<file path="src/rtl/pipelined_adder.sv">
// rtl/pipelined_adder.sv - pipelined segmented ripple-carry adder/subtractor with valid/ready streaming
module pipelined_adder #(
    parameter int WIDTH  = 32,
    parameter int STAGES = 4
) (
    input  logic             clk,
    input  logic             rst,
    input  logic             in_valid,
    output logic             in_ready,
    input  logic [WIDTH-1:0] a,
    input  logic [WIDTH-1:0] b,
    input  logic             cin,
    input  logic             sub,
    output logic             out_valid,
    input  logic             out_ready,
    output logic [WIDTH-1:0] sum,
    output logic             cout,
    output logic             ovf
);
    localparam int SEG = WIDTH / STAGES;

    if ((STAGES < 1) || (STAGES > WIDTH) || ((WIDTH % STAGES) != 0)) begin : g_bad_params
        $error("pipelined_adder: WIDTH must be a multiple of STAGES and 1 <= STAGES <= WIDTH");
    end

    logic adv;
    logic ovf_q;

    // Whole pipe moves as one; a stalled output freezes every stage.
    assign adv      = !out_valid || out_ready;
    assign in_ready = adv;

    genvar k;
    for (k = 0; k < STAGES; k++) begin : g_stg
        logic [WIDTH-1:0] a_i, b_i, s_i, s_n;
        logic             c_i, v_i;
        logic [SEG:0]     seg_sum;
        logic [WIDTH-1:0] s_q;
        logic             c_q, v_q;

        if (k == 0) begin : g_head
            assign a_i = a;
            assign b_i = b ^ {WIDTH{sub}};
            assign s_i = '0;
            assign c_i = cin ^ sub;
            assign v_i = in_valid;
        end else begin : g_body
            assign a_i = g_stg[k-1].g_fwd.a_q;
            assign b_i = g_stg[k-1].g_fwd.b_q;
            assign s_i = g_stg[k-1].s_q;
            assign c_i = g_stg[k-1].c_q;
            assign v_i = g_stg[k-1].v_q;
        end

        assign seg_sum = {1'b0, a_i[k*SEG +: SEG]} + {1'b0, b_i[k*SEG +: SEG]} + {{SEG{1'b0}}, c_i};

        always_comb begin
            s_n                = s_i;
            s_n[k*SEG +: SEG]  = seg_sum[SEG-1:0];
        end

        always_ff @(posedge clk) begin
            if (rst) begin
                s_q <= '0;
                c_q <= 1'b0;
                v_q <= 1'b0;
            end else if (adv) begin
                s_q <= s_n;
                c_q <= seg_sum[SEG];
                v_q <= v_i;
            end
        end

        // Operands only need to travel forward while later segments remain.
        if (k < STAGES - 1) begin : g_fwd
            logic [WIDTH-1:0] a_q, b_q;
            always_ff @(posedge clk) begin
                if (rst) begin
                    a_q <= '0;
                    b_q <= '0;
                end else if (adv) begin
                    a_q <= a_i;
                    b_q <= b_i;
                end
            end
        end else begin : g_last
            // Carry into the MSB is recovered as a^b^sum at that bit.
            always_ff @(posedge clk) begin
                if (rst) begin
                    ovf_q <= 1'b0;
                end else if (adv) begin
                    ovf_q <= a_i[WIDTH-1] ^ b_i[WIDTH-1] ^ s_n[WIDTH-1] ^ seg_sum[SEG];
                end
            end
        end
    end

    assign sum       = g_stg[STAGES-1].s_q;
    assign cout      = g_stg[STAGES-1].c_q;
    assign out_valid = g_stg[STAGES-1].v_q;
    assign ovf       = ovf_q;

endmodule

</file>
<file path="config.mk">
export PLATFORM = sky130hd
export DESIGN_NAME = pipelined_adder
export DESIGN_NICKNAME = d
export VERILOG_FILES = /design/src/rtl/pipelined_adder.sv
export SDC_FILE = /design/constraint.sdc
export NUM_CORES = 1
export LEC_CHECK = 0
export ABC_AREA = 1
export CAP_MARGIN = 10
export CORE_UTILIZATION = 50
export DETAILED_ROUTE_END_ITERATION = 10
export PLACE_DENSITY = 0.86
export SLEW_MARGIN = 20
export SYNTH_ARGS = -nofsm -noshare
export SYNTH_HDL_FRONTEND = slang
export SYNTH_SLANG_ARGS = --single-unit
</file>
<file path="constraint.sdc">
create_clock -name clk -period 2.07 [get_ports clk]
set_input_delay 0.207 -clock clk [delete_from_list [all_inputs] [get_ports clk]]
set_output_delay 0.207 -clock clk [all_outputs]
set_load 0.005 [all_outputs]
</file>
## Word-level counts from Yosys, hierarchy flattened

Cells that the tools add are included.

- Flip-flop bits (word level): 281
- Input port bits: 70
- Output and inout bits: 36
- Logic and storage cells: 34

- $add $sub $neg: 8
- Bitwise operators: 5
- Reduce and logical (&&, ||, !) cells: 2

Operator list:

| kind | count |
|---|---|
| $add A8 B8 Y9 | 4 |
| $add A9 B1 Y9 | 4 |
| $xor A32 B32 Y32 | 1 |
| $xor A1 B1 Y1 | 4 |
| $logic_not A1 Y1 | 1 |
| $logic_or A1 B1 Y1 | 1 |

## Depth between registers and ports, before layout

Gate-level depths: netlist (run 1).

- Depth after elaboration: 4
- Gate-level depth with buffers: 14
- Depth with buffers taken out: 12

## Least setup slack after synthesis (run 1)

No wires, ideal clock.

- Path type: input to register
- From: input port sub
- To: register g_stg[0].s_q[6]
- Library setup time: 109 ps
- Data arrival time: 2082 ps
- Required time: 1961 ps
- Path slack: -121 ps
- Cell stages on the path: 12
- Path buffers: 2
- Path through: buf_2 -> buf_2 -> xor2_1 -> fa_1 -> inv_1 -> fa_1 -> o21ai_0 -> nand2_1 -> nand3_1 -> nand3_1 -> nand2_1 -> inv_1

- Longest elaborated chain between the ends: 3
- Elaborated cells between the ends (all ways): 4
- Classes of those cells: add/sub (2); bitwise (2)

Ends and longest elaborated chain:

| element | RTL line | source |
|---|---|---|
| start, declared | 13 | `input logic sub,` |
| $xor A32 B32 Y32 | 43 | `assign b_i = b ^ {WIDTH{sub}};` |
| $add A8 B8 Y9 | 55 | `assign seg_sum = {1'b0, a_i[k*SEG +: SEG]} + {1'b0, b_i[k*SEG +: SEG]} + {{SEG{1'b0}}, c_i};` |
| $add A9 B1 Y9 * | 55 |  |
| end signal, assigned | 68 | `s_q <= s_n;` |
| end, declared | 38 | `logic [WIDTH-1:0] s_q;` |

Every way passes the cells marked *; elsewhere a longest branch is shown, timed or not.
A chain may end at the register's enable or synchronous reset.

## Worst setup path in the final report (run 1)

- From: input port b[0]
- To: register g_stg[0].s_q[6]

- Longest elaborated chain between the ends: 3

Ends and longest elaborated chain:

| element | RTL line | source |
|---|---|---|
| start, declared | 11 | `input logic [WIDTH-1:0] b,` |
| $xor A32 B32 Y32 | 43 |  |
| $add A8 B8 Y9 | 55 |  |
| $add A9 B1 Y9 | 55 |  |

No other way between the ends.

==> results of run 1 <==
-- cells by family after synthesis --
logic type	after synthesis
AO/OA/AOI/OAI	250
buffers and inverters	158
XOR/XNOR	44
adder cells (fa/ha/maj)	36
AND/OR/NAND/NOR	396
flip-flops	185
-- layer usage --
layer | vias up | part of all wire (%) | GRT usage [%]
li1 | 3586 | - | -
met1 | 3115 | 48 | 27.54
met2 | 141 | 46 | 35.17
met3 | 33 | 3.7 | 4.294
met4 | 0 | 2.4 | 9.166
met5 | - | 0 | 0
-- registers in the layout (all words and copies together) (netlist names) --
register and cells:
g_stg.v_q 3, ovf 1, out_valid 1, cout 1
g_stg.g_fwd.b_q 48, g_stg.g_fwd.a_q 48, sum 32, g_stg.c_q 3
g_stg.s_q 48
-- through the flow --
stage | std cells | utilization (%) | setup slack (ns) | hold slack [ns] | cell area, sq um
finish | 1377 | 62.67 | 0.1029 | 0.4054 | 9955
CTS | 1377 | 62.63 | 0.1127 | 0.3868 | 9950
detailed placement | 1345 | 59.00 | -0.3388 | 0.4357 | 9371
global route | 1377 | 62.67 | 0.03563 | 0.4122 | 9955
floorplan | 1069 | - | 0.04155 | 0.2761 | 8132
global placement | 1345 | 59.00 | -0.1465 | 0.4317 | 9371
-- cell type report --
class                      count  area, sq um
clock buffer                  17        425.4
fill                        1404         5931
inverter                      94        360.3
multi-input combinational    726         3766
clock inverter                15        152.6
timing repair buffer         124         1276
sequential                   185         3704
tap                          216        270.3
-- where the power goes --
group | switching, uW | leakage (uW) | internal [uW]
registers | 144 | 0.00152 | 3850
clock network | 1450 | 0.000284 | 1700
logic | 555 | 0.00308 | 529
-- how the worst min path moves through the flow --
stage | endpoint | slack, ns | cells past startpoint
after detailed placement | g_stg[1].g_fwd.b_q[25]$_SDFFE_PP0P_ | 0.44 | 2
after global placement | g_stg[1].g_fwd.b_q[25]$_SDFFE_PP0P_ | 0.43 | 2
after floorplan | out_valid$_SDFFE_PP0P_ | 0.28 | 1
after CTS | g_stg[0].g_fwd.a_q[19]$_SDFFE_PP0P_ | 0.39 | 3
after global routing | g_stg[0].g_fwd.a_q[27]$_SDFFE_PP0P_ | 0.41 | 3
final | g_stg[0].g_fwd.a_q[19]$_SDFFE_PP0P_ | 0.41 | 3
-- worst min-delay path: cells and delay by family --
family,cells,cell delay (ns)
AOI/OAI and AO/OA,1,0.15
buffers and inverters,1,0.39
and+or+nand+nor,1,0.04
-- placed cells by master, fill, tap and decap left out, types with 2 or more instances in the layout --
master / n
or2_1: 3
dfxtp_1: 185
buf_4: 12
inv_8: 2
buf_12: 7
clkinv_4: 3
a21oi_1: 59
o21bai_1: 8
and2_1: 3
fa_1: 6
xor2_1: 17
o211ai_1: 2
fa_2: 2
o21a_1: 3
nand3_1: 36
clkbuf_16: 17
o21ai_0: 170
clkdlybuf4s50_1: 104
nor2_1: 244
nand2_1: 98
nand4_1: 6
xnor2_1: 27
o21ai_1: 8
or2_2: 5
ha_1: 28
inv_6: 8
inv_1: 92
==> results.md, run 1 <==
* TritonRoute pass-1 iters at 4
* DPL Wire Length at between 10 and 15 mm
* DRC Markers at 0
* Critical path's top delay family: adder cells
* Synth warn at 0
* Synth unique cells at 24
* Pwr per Cell Area at around 830 mW/mm^2
* Share of cells above drive strength 1 at under 10%
* Largest family of logic cells by synthesized area: simple AND/OR/NAND/NOR gates
* CTS Buffer Depth at 2
* Simple-Gate Fraction of Synth Area at between 10% and 20%
* Avg WL per Cell at 12.27 um
* Global Route Usage Sum at 21.45%
* Slowest-stage cell, CP: clkdlybuf4s50_1
* CP startpoint: b[0]
* Total number of vias at 6,875
* Slew HR at roughly three quarters
* CP arrival at 2.30 ns
* Slew @ Worst Pin at approximately 0.38 ns
* Worst setup path end: g_stg[0].s_q[6]$_SDFFE_PP0P_
* Hold Vio Cnt, Final at 0
* Initial antenna violation count at 0
* Die area at roughly 0.017 sq mm
* Syn Nets at 1,175
* Cell taking the most area after synthesis: dfxtp_1
* Leak pwr at between 0.004 and 0.005 uW
* Final wirelength at 16.90 mm
* Largest net degree at the start of global routing at ~110
* CTS tree: yes
* Hold WC Path Type: input pin to flip-flop
* Clock Sinks at around 190
* Most numerous cell in the Yosys netlist: nor2_1
* Synth Area in XOR/XNOR at about 4.7%
* Netlist Area Pre-Place at 0.008129 sq mm
* Worst vdd ir at 0.6188 mV
* Syn avg cell area at roughly 7.6 sq um
* Vias in the first global route at about 6,400
* CP bufs+invs at 3
* Depth of the CTS H-tree at 4
* Worst Path Required at approximately 2.4 ns
* Largest fanout on the critical path at 3
* Routability cong. at 0.8584
* Max Cap Violations at 0
* Worst Skew at 0.005904 ns
* Worst-case reg-to-reg path depth at 10
* Num ports at 106
* RSZ-0062 raised after global routing: no
* First-pass GRT wire length at 28.62 mm
* EDFF count, synth at 0
* Power Total at between 8000 and 9000 uW
* Number of buffers added on ports at 105
* Mux contribution to synthesized area at 0%
* Tmin final at roughly 2.0 ns
* Stages on the worst setup path at 11
* Diodes inserted at 0
* Root Driver: clkbuf_16
* Post-synth top area share at approximately 46%
* Die Span Y at ~130 um
* P&R area growth vs syn at 22.46%
* Iter 0 DRT Violations at approximately 500
* Post-DRT Antenna Nets at 0
* Starting Density at about half
* FF-to-FF Start: g_stg[0].c_q$_SDFFE_PP0P_
* Final Cycle Share at 95.03%
* Status: complete, no violations
* Post-CTS Setup Bufs at 0
* FF+latch count, synth at 185
* # rows at 46
* Seq/Total Area, Yosys at 45.56%
* Hold path start: a[19]
* Final setup viols at 0
* Worst stage delay on the critical path at around 0.49 ns
* Clk Latency, worst-skew pair at 0.42 ns
* Gr ovfl total at 0
* Final-stage net count at approximately 1,300
* Core box area at approximately 0.016 sq mm
* Asr flop ratio synth at 0%
* Worst setup EP type: flip-flop
* Max-slew violations at 0
* Compound-Gate Fraction of Synth Area at ~16%
* Reg2Reg Capture Point: g_stg[1].s_q[14]$_SDFFE_PP0P_
* Synth Instances at approximately 1,100
* Synth top cells by count: nor2_1, dfxtp_1, o21ai_0, nand2_1, inv_1
* Top post-synthesis cells by area: dfxtp_1, nor2_1, o21ai_0
* Most used DFF post-synth: dfxtp_1
* Post-Route Setup TNS at 0 ns
* Synth Area in Adders at approximately 6.3%
* # hold bufs at CTS at 0
* Fmax at approximately 510 MHz
* Worst setup path category: input pin to flip-flop
* Worst-path clk slew at ~0.070 ns
* R2r setup slk at 0.17 ns
* CP startpoint kind: input pin
* CTS Buf Count at 17
* Via density at 4.993
* Die X at 129.5 um
* Post-CTS sizing at 0
* Cells along the critical path: clkdlybuf4s50_1, xor2_1, fa_1, inv_1, fa_1, o21ai_1, nand2_1, nand3_1, nand3_1, nand2_1, inv_1
Note: power is estimated with default switching activity, not from simulation.
==> run 2, diff against run 1 <==
--- a/config.mk
+++ b/config.mk
@@ -7,9 +7,9 @@
 export LEC_CHECK = 0
 export ABC_AREA = 1
 export CAP_MARGIN = 10
-export CORE_UTILIZATION = 50
+export CORE_UTILIZATION = 55
 export DETAILED_ROUTE_END_ITERATION = 10
-export PLACE_DENSITY = 0.86
+export PLACE_DENSITY = 0.9
 export SLEW_MARGIN = 20
 export SYNTH_ARGS = -nofsm -noshare
 export SYNTH_HDL_FRONTEND = slang
==> constraint.sdc (replaced) <==
create_clock -name clk -period 2.1 [get_ports clk]
set_input_delay 0.21 -clock clk [delete_from_list [all_inputs] [get_ports clk]]
set_output_delay 0.21 -clock clk [all_outputs]
set_load 0.005 [all_outputs]
==> run 2 against run 1 <==
Net effect: routed wire length increased by 2.6%; clock skew increased by 0.0031 ns; hold slack got worse by 0.011 ns; cell count decreased by 2.4%; via count increased by 1.4%; clock power increased by 4%; non-clock buffer count decreased by 1; first-iteration DRC count increased by 9.1%; die area decreased by 8.9%; global-route usage increased by 2.6 points; total power increased by 0.84%; utilization increased by 5.9 points; critical path type is now flip-flop to flip-flop; highest routed layer unchanged.
==> results.md, run 2 (synthesis gave the netlist of run 1 again) <==
* Status: complete, no violations
* Core box area at 0.01448 sq mm (-8.9%)
* WHS Endpoint: g_stg[0].g_fwd.a_q[22]$_SDFFE_PP0P_
* Worst Hold Slack at 0.3948 ns (-0.01058 ns)
* Largest fanout on the critical path at 3 (unchanged)
* RSZ-0062 raised after global routing: no
* Hold path depth at 3 (unchanged)
* Hold WC Path Type: input pin to flip-flop
* DPL Wire Length at 11.27 mm (-2.9%)
* Slew @ Worst Pin at 0.4697 ns (+0.08676 ns)
* Max-slew violations at 0 (unchanged)
* FF-to-FF Start: g_stg[1].c_q$_SDFFE_PP0P_
* Worst-case reg-to-reg path depth at 10 (unchanged)
* # rows at 44 (-4.3%)
* Die X at 123.6 um (-4.6%)
* Regs by FF count: g_stg.g_fwd.a_q (48), g_stg.g_fwd.b_q (48), g_stg.s_q (48)
* Final Core Density at 68.58% (+5.9 points)
* Gr ovfl total at 0 (unchanged)
* Largest net degree at the start of global routing at 133 (+24%)
* R2r setup slk at 0.18 ns (about the same)
* Die Span Y at 123.6 um (-4.6%)
* Final Cycle Share at between 90 and 100%
* CP arrival at 2.26 ns (-0.04 ns)
* Worst-path clk slew at 0.07 ns (about the same)
* Initial antenna violation count at 0 (unchanged)
* Worst Path Required at 2.44 ns (+0.04 ns)
* TritonRoute pass-1 iters at 5 (+1)
* Pwr per Cell Area at 836.0 mW/mm^2 (+1.1%)
* Final-stage net count at 1,253 (-0.080%)
* Iter 0 DRT Violations at 554 (+9.1%)
* Reg2Reg Capture Point: g_stg[2].s_q[22]$_SDFFE_PP0P_
* Worst setup path category: flip-flop to flip-flop
* Global Route Usage Sum at 24.07% (+2.6 points)
* Clock Sinks at 185 (unchanged)
* Clk Latency, worst-skew pair at 0.43 ns (about the same)
* Die area at 0.01527 sq mm (-8.9%)
* Most common cell after layout, fill and taps aside: nor2_1
* Final wirelength at 17.34 mm (+2.6%)
* Diodes inserted at 0 (unchanged)
* Num ports at 106 (unchanged)
* Hold path start: a[22]
* Most frequent cells in the layout: nor2_1, dfxtp_1, o21ai_0, clkdlybuf4s50_1, nand2_1
* CP startpoint kind: flip-flop
* Slew HR at 68.68% (-5.5 points)
* Slowest-stage cell, CP: fa_1
* Fmax at ~520 MHz
* Root Driver: clkbuf_16
* Post-DRT Antenna Nets at 0 (unchanged)
* Worst setup EP type: flip-flop
* Total number of vias at 6,971 (+1.4%)
* Post-CTS Setup Bufs at 0 (unchanged)
* First-pass GRT wire length at 28.92 mm (+1.0%)
* Worst stage delay on the critical path at 0.47 ns (-0.02 ns)
* DRC Markers at 0 (unchanged)
* CTS tree: yes
* Worst Skew at 0.009035 ns (+0.003131 ns)
* Leak pwr at 0.004897 uW (+0.24%)
* Worst vdd ir at 0.5611 mV (-9.3%)
* Starting Density at 56.14% (+5.0 points)
* Depth of the CTS H-tree at 4 (unchanged)
* Post-Route Setup TNS at 0 ns (unchanged)
* Max Cap Violations at 0 (unchanged)
* Tmin final at 1.921 ns
* Share of cells above drive strength 1 at 5.172% (-0.17 points)
* Number of buffers added on ports at 105 (unchanged)
* CTS Buffer Depth at 2 (unchanged)
* CTS Buf Count at 17 (unchanged)
* Final setup viols at 0 (unchanged)
* Vias in the first global route at 6,400 (+0.79%)
* Avg WL per Cell at 12.90 um (+5.1%)
* Hold Vio Cnt, Final at 0 (unchanged)
* Routability cong. at 0.8557 (-0.31%)
* Cells along the critical path: fa_1, fa_2, nand3_1, nand2_1, nand2_1, nand2_1, nand2_1, nand3_1, nand3_1, inv_1
* Via density at 5.187 (+3.9%)
* CP most frequent cell: nand2_1
* P&R area growth vs syn at 22.15%
## run 2: changes by cell type in the layout (fill, tap and decap cells not counted)
cell / delta
fa_2: -1
clkinv_4: -1
bufinv_16: +1
clkinvlp_4: -1
fa_1: +1
inv_8: +1
buf_4: -1
## run 2: timing repair
action | CTS | global route
hold buffers | 0 | 0
resized for setup | 0 | 1
endpoints found under the setup margin | 0 | 1
## run 2: per-layer routing
metal / wire, um / up-vias / global-route usage [%]
li1: - / 3573 / -
met1: 7794 / 3187 / 29.70
met2: 8414 / 173 / 40.85
met3: 720 / 38 / 4.762
met4: 407 / 0 / 10.32
met5: 0 / - / 0
## run 2: worst max-delay path: cells and delay by family, from the launching register on
kind,cells,cell delay [ns]
AND/OR/NAND/NOR,7,0.61
buffers and inverters,1,0.04
adder cells (fa/ha/maj),2,0.84
flip-flops,1,0.33
## run 2: cell type report
| type | count | area [sq um] |
|---|---|---|
| Fill cell | 1138 | 4549 |
| Clock inverter | 15 | 177.7 |
| Tap cell | 184 | 230.2 |
| Clock buffer | 17 | 425.4 |
| Inverter | 94 | 360.3 |
| Timing Repair Buffer | 123 | 1269 |
| Sequential cell | 185 | 3704 |
| Multi-Input combinational cell | 726 | 3764 |
## run 2: where the power goes
| group | switching (uW) | total, uW | internal, uW |
|---|---|---|---|
| registers | 148 | 3940 | 3790 |
| logic | 553 | 1080 | 524 |
| clock network | 1480 | 3280 | 1810 |
## run 2: worst max path at each step
stage / from / end / cells after the start
2_1_floorplan: sub / g_stg[0].s_q[6]$_SDFFE_PP0P_ / 12
3_3_place_gp: b[0] / g_stg[0].s_q[6]$_SDFFE_PP0P_ / 11
3_5_place_dp: b[0] / g_stg[0].s_q[6]$_SDFFE_PP0P_ / 11
4_1_cts: g_stg[1].c_q$_SDFFE_PP0P_ / g_stg[2].s_q[22]$_SDFFE_PP0P_ / 10
5_1_grt: g_stg[1].c_q$_SDFFE_PP0P_ / g_stg[2].s_q[22]$_SDFFE_PP0P_ / 10
6_report: g_stg[1].c_q$_SDFFE_PP0P_ / g_stg[2].s_q[22]$_SDFFE_PP0P_ / 10
## run 2: through the flow
step | worst slack (ns) | total power, uW | area (sq um) | cells
4_1_cts | 0.1255 | 8336 | 9927 | 1344
3_5_place_dp | -0.2294 | 5071 | 9324 | 1312
5_1_grt | 0.03377 | 8673 | 9930 | 1344
6_report | 0.1787 | 8301 | 9930 | 1344
2_1_floorplan | 0.06855 | 4653 | 8132 | 1069
3_3_place_gp | -0.1269 | 5023 | 9324 | 1312
